[src/rtl/ysyx_mem_arbiter.sv]
// ysyx_mem_arbiter: shares one downstream memory port between the IFU
// (read only) and the LSU (read/write). One transaction is in flight at a
// time. Writes always win arbitration. Between the two readers, LSU wins by
// default. Define YSYX_ARB_RR_EN to make read arbitration round-robin.
// Read data is broadcast on rdata_o and is qualified by ifu_rvalid/lsu_rvalid.
module ysyx_mem_arbiter (
    input  logic        clk,
    input  logic        rst,
    input  logic [31:0] ifu_araddr,
    input  logic        ifu_arvalid,
    output logic        ifu_rvalid,
    input  logic [31:0] lsu_addr,
    input  logic        lsu_arvalid,
    input  logic [31:0] lsu_wdata,
    input  logic [3:0]  lsu_wstrb,
    input  logic        lsu_awvalid,
    output logic        lsu_rvalid,
    output logic        lsu_bvalid,
    output logic [31:0] rdata_o,
    output logic [31:0] mem_addr,
    output logic        mem_arvalid,
    input  logic        mem_arready,
    input  logic [31:0] mem_rdata,
    input  logic        mem_rvalid,
    output logic [31:0] mem_wdata,
    output logic [3:0]  mem_wstrb,
    output logic        mem_awvalid,
    input  logic        mem_awready,
    input  logic        mem_bvalid
);

    typedef enum logic [1:0] {
        IDLE,
        IFU_RD,
        LSU_RD,
        LSU_WR
    } state_e;

    state_e      state_q, state_d;
    logic [31:0] addr_q, addr_d;
    logic [31:0] wdata_q, wdata_d;
    logic [3:0]  wstrb_q, wstrb_d;
    logic [31:0] rdata_q, rdata_d;
    logic        arvalid_q, arvalid_d;
    logic        awvalid_q, awvalid_d;

    logic        grant_wr;
    logic        grant_lsu;
    logic        grant_ifu;
    logic        rd_addr_done;
    logic        wr_addr_done;

`ifdef YSYX_ARB_RR_EN
    // Set when the most recent read grant went to the LSU.
    logic        last_lsu_q, last_lsu_d;
`endif

    // Arbitration among requests sampled in IDLE.
    always_comb begin
        grant_wr  = lsu_awvalid;
`ifdef YSYX_ARB_RR_EN
        grant_ifu = !lsu_awvalid && ifu_arvalid && (!lsu_arvalid || last_lsu_q);
`else
        grant_ifu = !lsu_awvalid && ifu_arvalid && !lsu_arvalid;
`endif
        grant_lsu = !lsu_awvalid && lsu_arvalid && !grant_ifu;
    end

`ifdef YSYX_ARB_RR_EN
    // Next value of the round-robin pointer. Only read grants move it.
    always_comb begin
        last_lsu_d = last_lsu_q;
        if (state_q == IDLE && (grant_ifu || grant_lsu)) begin
            last_lsu_d = grant_lsu;
        end
    end

    // Round-robin pointer register. Reset marks the IFU as granted last.
    always_ff @(posedge clk) begin
        if (rst) begin
            last_lsu_q <= 1'b0;
        end else begin
            last_lsu_q <= last_lsu_d;
        end
    end
`endif

    // Next state, latched request fields and upstream response pulses.
    always_comb begin
        state_d    = state_q;
        addr_d     = addr_q;
        wdata_d    = wdata_q;
        wstrb_d    = wstrb_q;
        rdata_d    = rdata_q;
        arvalid_d  = arvalid_q;
        awvalid_d  = awvalid_q;
        ifu_rvalid = 1'b0;
        lsu_rvalid = 1'b0;
        lsu_bvalid = 1'b0;

        // A response counts once the address phase is over, including the
        // cycle in which the address handshake itself completes.
        rd_addr_done = !arvalid_q || mem_arready;
        wr_addr_done = !awvalid_q || mem_awready;

        case (state_q)
            IDLE: begin
                if (grant_wr) begin
                    state_d   = LSU_WR;
                    addr_d    = lsu_addr;
                    wdata_d   = lsu_wdata;
                    wstrb_d   = lsu_wstrb;
                    awvalid_d = 1'b1;
                end else if (grant_lsu) begin
                    state_d   = LSU_RD;
                    addr_d    = lsu_addr;
                    arvalid_d = 1'b1;
                end else if (grant_ifu) begin
                    state_d   = IFU_RD;
                    addr_d    = ifu_araddr;
                    arvalid_d = 1'b1;
                end
            end
            IFU_RD, LSU_RD: begin
                if (arvalid_q && mem_arready) begin
                    arvalid_d = 1'b0;
                end
                if (mem_rvalid && rd_addr_done) begin
                    ifu_rvalid = (state_q == IFU_RD);
                    lsu_rvalid = (state_q == LSU_RD);
                    rdata_d    = mem_rdata;
                    arvalid_d  = 1'b0;
                    state_d    = IDLE;
                end
            end
            LSU_WR: begin
                if (awvalid_q && mem_awready) begin
                    awvalid_d = 1'b0;
                end
                if (mem_bvalid && wr_addr_done) begin
                    lsu_bvalid = 1'b1;
                    awvalid_d  = 1'b0;
                    state_d    = IDLE;
                end
            end
            default: begin
                state_d = IDLE;
            end
        endcase

        // The reset cycle abandons the transaction, so it must not produce
        // a response pulse either.
        if (rst) begin
            ifu_rvalid = 1'b0;
            lsu_rvalid = 1'b0;
            lsu_bvalid = 1'b0;
        end
    end

    // State and request registers with synchronous reset.
    always_ff @(posedge clk) begin
        if (rst) begin
            state_q   <= IDLE;
            addr_q    <= '0;
            wdata_q   <= '0;
            wstrb_q   <= '0;
            rdata_q   <= '0;
            arvalid_q <= 1'b0;
            awvalid_q <= 1'b0;
        end else begin
            state_q   <= state_d;
            addr_q    <= addr_d;
            wdata_q   <= wdata_d;
            wstrb_q   <= wstrb_d;
            rdata_q   <= rdata_d;
            arvalid_q <= arvalid_d;
            awvalid_q <= awvalid_d;
        end
    end

    // Forward memory data in the response cycle and hold it afterwards.
    always_comb begin
        rdata_o = (ifu_rvalid || lsu_rvalid) ? mem_rdata : rdata_q;
    end

    assign mem_addr    = addr_q;
    assign mem_arvalid = arvalid_q;
    assign mem_awvalid = awvalid_q;
    assign mem_wdata   = wdata_q;
    assign mem_wstrb   = wstrb_q;

endmodule

[config.mk]
export PLATFORM = sky130hd
export DESIGN_NAME = ysyx_mem_arbiter
export DESIGN_NICKNAME = d
export VERILOG_FILES = /design/src/rtl/ysyx_mem_arbiter.sv
export SDC_FILE = /design/constraint.sdc
export NUM_CORES = 1
export LEC_CHECK = 0
export CORE_AREA = 8 8 106 147
export CTS_CLUSTER_SIZE = 16
export DETAILED_ROUTE_END_ITERATION = 16
export DIE_AREA = 0 0 114 155
export DONT_BUFFER_PORTS = 1
export GPL_TIMING_DRIVEN = 0
export MAX_ROUTING_LAYER = met4
export SLEW_MARGIN = 20
export SYNTH_ARGS = -nofsm -noshare
export SYNTH_HDL_FRONTEND = slang
export SYNTH_SLANG_ARGS = --single-unit
[constraint.sdc]
create_clock -name clk -period 2.7 [get_ports clk]
set_clock_uncertainty 0.05 [all_clocks]
set_input_delay 0.27 -clock clk [delete_from_list [all_inputs] [get_ports clk]]
set_output_delay 0.27 -clock clk [all_outputs]
set_load 0.01 [all_outputs]
-- Word-level counts from Yosys, hierarchy flattened
Cells that the tools add are included.
- output and inout bits: 105
- bits in writable memories: 0
- bits in latches: 0
- word-level logic and storage cells: 74
- input bits: 141
- flip-flop bits (word level): 104
- memories kept: 0
- bits in read-only memories: 0
- muxes and demuxes: 29
- multiply operators: 0
- shifts and indexed selects: 0
- eq/ne operators: 11
- reductions and logical operators: 27
- order comparisons: 0
- add/sub/neg operators: 0
- div/mod/pow operators: 0
- bitwise operators: 0
- operator list (cell ; number):
    two-way mux 32 bit ; 4
    two-way mux 1 bit ; 17
    two-way mux 2 bit ; 5
    inequality test 3 bit (second input constant) ; 3
    logical AND 1 bit ; 8
    inequality test 2 bit (second input constant) ; 4
    one-hot mux 2 bit (3 select lines) ; 1
    AND reduction 2 bit ; 3
    AND reduction 3 bit ; 2
    zero test 1 bit ; 5
    == test 2 bit (second input constant) ; 2
    inequality test 4 bit (second input constant) ; 1
    one-hot mux 1 bit (2 select lines) ; 2
    AND reduction 4 bit ; 1
    nonzero test 2 bit ; 2
    logical OR 1 bit ; 3
    nonzero test 3 bit ; 1
    == test 2 x 1 -> 1 bit (second input constant) ; 1
    zero test 2 bit ; 1
    OR reduction 2 bit ; 1

-- Logic depth before layout (Yosys ltp)
Gate-level depths: netlist (run 1).
- depth after elaboration: 8
- mapped depth: 7
- depth with buffers taken out: 6

-- Worst setup path before layout (run 1)
OpenSTA, ideal clock, no wires.
- path type: register to output
- from: register state_q[1]
- to: output rdata_o[10]
- buffers on the path: 2
- required time: 2.380 ns
- arrival: 1.854 ns
- cell stages (with the launch flop): 8
- slack: 0.526 ns
- path through: dfxtp_1 > inv_1 > ha_1 > nand3_2 > or3_1 > buf_2 > buf_6 > mux2_4
- word-level cells in the longest chain between the ends: 6
- elaborated cells between the ends (all ways): 11
- classes of those cells: 2 x eq/ne; 7 x mux; 2 x reduce/logical
- ends and longest elaborated chain (item ; RTL line ; text):
    from (decl) ; 39 ; state_e state_q, state_d;
    from (signal assigned) ; 171 ; state_q <= state_d;
    == test 2 x 1 -> 1 bit / == test 2 bit (equally long branches) ; 106, 129, 130 ;
    two-way mux 1 bit / OR reduction 2 bit (equally long branches) ; 128, 106 ;
    two-way mux 1 bit ; 106 ; case (state_q)
    two-way mux 1 bit ; 153 ; if (rst) begin
    logical OR 1 bit * ; 183 ; rdata_o = (ifu_rvalid || lsu_rvalid) ? mem_rdata : rdata_q;
    two-way mux 32 bit * ; 183 ;
    to (decl) ; 19 ; output logic [31:0] rdata_o,
Every way passes the cells marked *; elsewhere a longest branch is shown, timed or not.

-- Final worst setup path (run 1)
- from: register state_q[1]
- to: output rdata_o[29]
Same word-level chain as after synthesis.

==> results of run 1 <==
[critical path: stages (launching register included)]
cell and delay (ns):
dfxtp_2 0.36, inv_1 0.08, ha_4 0.32, nand3_4 0.11, or3_1 0.35, buf_2 0.18
buf_6 0.18, mux2_4 0.34
[what timing repair did]
action / 4_1_cts / 5_1_grt
gates resized for setup: 3 / 2
hold endpoints to repair: 32 / 3
hold buffers: 32 / 3
endpoints found under the setup margin: 30 / 30
pin swaps: 0 / 0
[power by group]
part	internal [mW]	total [mW]	switching [mW]	leakage, nW
registers	1.97	2.42	0.453	0.856
clock network	0.729	1.34	0.610	0.145
logic	0.742	1.86	1.12	1.07
total	3.44	5.62	2.18	2.07
[through the flow]
stage                     instance area [sq um]  power (mW)  setup slack [ns]
final                                      5480        5.62             0.108
after global routing                       5480        6.02           0.00288
after CTS                                  5450        5.68            0.0392
after detailed placement                   4800        4.24             0.272
after global placement                     4800        4.17             0.315
after floorplan                            4570        3.75             0.526
[area by class of cell]
type,count,area (sq um)
Tap cell,185,231
Buffer,47,205
Multi-Input combinational cell,401,2290
Sequential cell,104,2080
Timing Repair Buffer,35,350
Fill cell,1397,8050
Clock inverter,6,80.1
Clock buffer,9,225
Inverter,4,15.0
[per-layer routing]
metal	GRT usage	share of wire	up-vias
met1	0.161	0.37	1937
met4	0.0547	0.017	0
met2	0.280	0.52	183
met5	-	0	-
li1	-	-	1979
met3	0.0555	0.089	20
[logic make-up after synthesis]
logic type               count (synthesis)
AND/OR/NAND/NOR                        222
AO/OA/AOI/OAI                          143
flip-flops                             104
buffers and inverters                   51
multiplexers                            32
adder cells (fa/ha/maj)                  4
[registers in the layout, summed over array words and instances, names as in the netlist]
register and cells:
mem_wdata 32, state_q 2, mem_arvalid 1, rdata_q 32, mem_addr 32, mem_wstrb 4, mem_awvalid 1
[cell usage in the layout, fill, tap and decap left out, drive strengths merged, types with 2 or more instances in the layout]
cell type / count
nand2: 170
dfxtp: 104
a21oi: 69
clkbuf: 48
nor2: 39
dlygate4sd3: 35
o21ai: 33
a311oi: 32
mux2: 32
buf: 8
inv: 5
nand2b: 4
ha: 4
clkinv: 3
nor3b: 2
o32ai: 2
[worst max-delay path by stage]
stage | end | slack [ns] | cells past startpoint
final | rdata_o[29] | 0.11 | 7
after floorplan | rdata_o[10] | 0.53 | 7
after global routing | rdata_o[29] | 0.003 | 7
after detailed placement | rdata_o[29] | 0.27 | 7
after CTS | rdata_o[29] | 0.04 | 7
after global placement | rdata_o[29] | 0.31 | 7
==> flow_summary_export.csv, run 1 <==
group,metric,value,unit
outcome,status,"finished clean",
clocking,cts_setup_buffers,0,
floorplan,die_x,114,um
clocking,cts_tree,"yes",
sta,worstMarginPinSlew,0.638,ns
finish,drive_above_1_share,0.101,
logic_synthesis,synth-edff-count,0,
route,route.antenna.remaining_nets,0,
route,first_pass_iters,4,
sta,finalMaxSlewViolations,0,
sta,hold_viol,0,
flow_run,maxCapViolCount,0,
power,p_leak,2.07,nW
global_route,gr-total-overflow,0,
logic_synthesis,yosysMostFrequentCell,"nand2_1",
worst_hold_path,whs_endpoint,"mem_wdata[2]$_SDFFE_PP0P_",
sta,min_period_over_period,0.960,
setup_path,crit_arrival,2.27,ns
floorplan,die_y,155,um
setup_path,cp.required,2.38,ns
logic_synthesis,ys_ff_latch,104,
setup_path,critPathMaxFanout,10,
route,viasPerCell,5.21,
clocking,cts_inserted_buffers,9,
route,wirelength,14700,um
finish,n_antenna_cell,0,
clocking,htreeDepth,3,
finish,areaGrowthSynthToFinish,19.9,%
setup_path,critPathLaunchType,"flip-flop",
logic_synthesis,synth_top_family_by_area,"simple AND/OR/NAND/NOR gates",
sta,finalSetupViolations,0,
floorplan,fp.dieArea,0.0177,sq mm
placement,place_inst,741,
floorplan,io_pins,246,
floorplan,initial_core_util,0.338,
logic_synthesis,ys_seq_area_frac,0.455,
sta,timing.fmax,0.386,GHz
global_route,track_usage,0.159,
finish,post-route-util,0.405,
logic_synthesis,syn_inst,556,
worst_hold_path,min_path_type,"primary input to flip-flop",
global_route,first_global_vias,4058,
finish,fin_cells,791,
clocking,insertion_delay,0.34,ns
setup_path,r2r_setup_slack,0.80,ns
setup_path,cp-end-kind,"output pin",
route,vias,4119,
worst_hold_path,holdPathStages,2,
clocking,clk_path_buf_depth,2,
logic_synthesis,synth_top_area_frac,0.455,
sta,maxSlewHeadroom,0.575,
logic_synthesis,async_reset_ff_frac,0,
route,drc_errors,0,
clocking,clkTransAtPathRegs,0.08,ns
setup_path,critPathKind,"flip-flop to output pin",
global_route,grt_max_degree,19,
logic_synthesis,synth_top_flop_cell,"dfxtp_1",
logic_synthesis,synth_mux_area_frac,0.103,
sta,final.setup.tns,0,ns
logic_synthesis,syn_area_per_cell,8.22,sq um
route,wire_per_inst,18.5,um
route,drt-initial-drc-count,220,
logic_synthesis,ys_types,32,
worst_hold_path,min-delay-start,"lsu_wdata[2]",
logic_synthesis,synthTopCellsByArea,"dfxtp_1, nand2_1, mux2_4, a21oi_1, a311oi_1",
clocking,cts.sinks,104,
logic_synthesis,yosysWarnings,0,
logic_synthesis,synth-compound-area-share,0.190,
power,power_density,1030,mW/mm^2
logic_synthesis,synth_top_area_cell,"dfxtp_1",
power,peakVddDrop,0.397,mV
setup_path,reg2reg_to,"mem_wdata[20]$_SDFFE_PP0P_",
finish,nets,747,
setup_path,reg2reg_from,"state_q[0]$_SDFFE_PP0P_",
sta,hold_ws,0.0120,ns
logic_synthesis,synth_nets,701,
placement,gp_congestion,0.787,
logic_synthesis,syn_area,0.00457,sq mm
floorplan,core-area,0.0135,sq mm
global_route,antenna_found_initial,0,
placement,io_buffers,0,
floorplan,rows,51,
logic_synthesis,synth_fa_ha_area_frac,0.0109,
setup_path,rr_worst_depth,7,
global_route,grt_pass1_wl,21700,um
sta,grt_setup_unrepaired,"no",
setup_path,startpoint,"state_q[1]$_SDFFE_PP0P_",
sta,min_period,2.59,ns
logic_synthesis,synth_commonest_cells,"nand2_1, dfxtp_1, a21oi_1",
clocking,root_buffer,"clkbuf_16",
logic_synthesis,synth-simple-area-share,0.192,
logic_synthesis,yosys.area_share.xor_xnor,0,
placement,place_hpwl,11400,um
Note: power is estimated with default switching activity, not from simulation.
==> run 2: changes to the inputs <==
- ABC_AREA: default -> 1
- CORE_AREA: 8 8 106 147 -> 8 8 92 176
- DIE_AREA: 0 0 114 155 -> 0 0 100 184
==> flow_summary_export.csv, run 2 <==
group,metric,value,unit
placement,post-place-ws,0.623,ns
global_route,gr-total-overflow,0,
global_route,met1_usage,0.155,
clocking,hold_buffers,1,
placement,gp_congestion,0.817,
sta,final.setup.tns,0,ns
clocking,cts.sinks,104,
global_route,track_usage,0.162,
global_route,busiest_layer,"met2",
logic_synthesis,syn_inst,694,
clocking,clk_path_buf_depth,2,
clocking,clkTransAtPathRegs,0.08,ns
floorplan,initial_core_util,0.339,
setup_path,worstPathCellList,"inv_1, ha_1, nand3_2, buf_4, buf_2, nor3b_1",
power,power_density,1130,mW/mm^2
floorplan,die_x,100,um
sta,grt_setup_unrepaired,"no",
logic_synthesis,synthTopCellsByArea,"dfxtp_1, nand2_1, nor2_1, o21ai_0, o21ai_1",
setup_path,cp-end-kind,"output pin",
sta,timing.fmax,0.416,GHz
route,vias,4228,
logic_synthesis,async_reset_ff_frac,0,
placement,io_buffers,0,
logic_synthesis,synth_nets,839,
sta,worstMarginPinSlew,0.506,ns
finish,seq_area,0.00208,sq mm
logic_synthesis,synth_commonest_cells,"nand2_1, nor2_1, dfxtp_1",
global_route,first_global_vias,4048,
finish,areaGrowthSynthToFinish,11.8,%
logic_synthesis,syn_area_per_cell,6.80,sq um
worst_hold_path,min_path_type,"primary input to flip-flop",
logic_synthesis,yosys.area_share.xor_xnor,0,
logic_synthesis,synth_top_family_by_area,"simple AND/OR/NAND/NOR gates",
logic_synthesis,synth_mux_area_frac,0,
sta,finalSetupViolations,0,
setup_path,critPathMaxFanout,10,
floorplan,io_pins,246,
global_route,antenna_found_initial,0,
logic_synthesis,synth_top_flop_cell,"dfxtp_1",
floorplan,rows,61,
logic_synthesis,ys_ff_latch,104,
logic_synthesis,ys_types,25,
clocking,cts_inserted_buffers,9,
global_route,grt_pass1_wl,22600,um
global_route,grtUsageMet3,0.0391,
setup_path,crit_arrival,2.08,ns
sta,hold_viol,0,
logic_synthesis,syn_area,0.00472,sq mm
clocking,cts_tree,"yes",
logic_synthesis,synth-edff-count,0,
route,drt-initial-drc-count,92,
global_route,grt_max_degree,20,
route,viasPerCell,4.70,
sta,fin_ws,0.297,ns
logic_synthesis,synth_top_area_cell,"dfxtp_1",
sta,maxSlewHeadroom,0.662,
route,wirelength,15100,um
floorplan,fp.dieArea,0.0184,sq mm
clocking,cts_setup_buffers,0,
power,peakVddDrop,0.392,mV
finish,drive_above_1_share,0.0928,
setup_path,critPathLaunchType,"flip-flop",
floorplan,core-area,0.0139,sq mm
logic_synthesis,ys_seq_area_frac,0.441,
setup_path,critPathKind,"flip-flop to output pin",
flow_run,maxCapViolCount,0,
sta,min_period,2.40,ns
finish,fin_cells,900,
clocking,insertion_delay,0.34,ns
sta,finalMaxSlewViolations,0,
logic_synthesis,yosysWarnings,0,
clocking,htreeDepth,3,
logic_synthesis,synth_fa_ha_area_frac,0.0106,
sta,min_period_over_period,0.890,
clocking,ctsResizeCount,0,
logic_synthesis,synth_top_area_frac,0.441,
clocking,root_buffer,"clkbuf_16",
route,route.antenna.remaining_nets,0,
finish,post-route-util,0.380,
placement,placement.cell_area,0.00495,sq mm
logic_synthesis,synth-compound-area-share,0.187,
logic_synthesis,synth-simple-area-share,0.246,
power,p_total,5.94,mW
setup_path,cp.required,2.38,ns
finish,n_fill_cell,1565,
sta,hold_ws,0.0192,ns
outcome,status,"finished clean",
finish,final_common_cell,"nand2_1",
route,wire_per_inst,16.7,um
route,first_pass_iters,4,
logic_synthesis,yosysMostFrequentCell,"nand2_1",
placement,place_inst,883,
route,drc_errors,0,
power,p_leak,2.35,nW
floorplan,die_y,184,um
finish,multi_input_area,0.00209,sq mm
placement,place_hpwl,12000,um
setup_path,slowest_stage,"nor3b_1",
finish,n_antenna_cell,0,
finish,nets,851,
setup_path,slowest_delay,0.45,ns
finish,layout_common_cells,"nand2_1, nor2_1, dfxtp_1",
finish,stdcell_area,0.00527,sq mm
global_route,grtUsageMet2,0.301,
[run 2: report_power, final]
group	leakage, nW	switching [mW]	total, mW	internal (mW)
clock	0.150	0.635	1.38	0.740
sequential	0.860	0.592	2.71	2.12
combinational	1.34	1.20	1.86	0.651
[run 2: final cells by class]
class                           count  area share
Multi-Input combinational cell    469       0.396
Clock buffer                        9      0.0427
Timing Repair Buffer                1     0.00190
Tap cell                          189      0.0448
Inverter                           78      0.0560
Sequential cell                   104       0.395
Clock inverter                      7      0.0164
Buffer                             43      0.0470
[run 2: per-layer routing]
layer | wire, um | vias to the layer above
met5 | 0 | -
met4 | 274 | 0
met3 | 912 | 13
met2 | 8460 | 136
met1 | 5430 | 1887
li1 | - | 2192
[run 2: kinds of logic (layout without fill, tap and decap cells)]
group / Yosys count / count (layout)
fa+ha+maj: 4 / 4
flops: 104 / 104
compound gates: 171 / 171
buf+inv: 121 / 138
simple gates: 294 / 294
[run 2: worst max-delay path: cells and delay by family (launching register included)]
kind | cells | cell delay, ns
buffers and inverters | 3 | 0.47
adders and majority gates | 1 | 0.33
and+or+nand+nor | 2 | 0.59
DFF | 1 | 0.36
[run 2: final timing paths]
path | cells past startpoint | slack [ns] | endpoint | start
worst max-delay path | 6 | 0.30 | ifu_rvalid | state_q[0]$_SDFFE_PP0P_
worst min-delay path | 2 | 0.02 | mem_wdata[10]$_SDFFE_PP0P_ | lsu_wdata[10]
worst max register to register | 7 | 0.97 | mem_wdata[5]$_SDFFE_PP0P_ | state_q[0]$_SDFFE_PP0P_
worst min register to register | 2 | 0.39 | rdata_q[22]$_SDFFE_PP0P_ | rdata_q[22]$_SDFFE_PP0P_
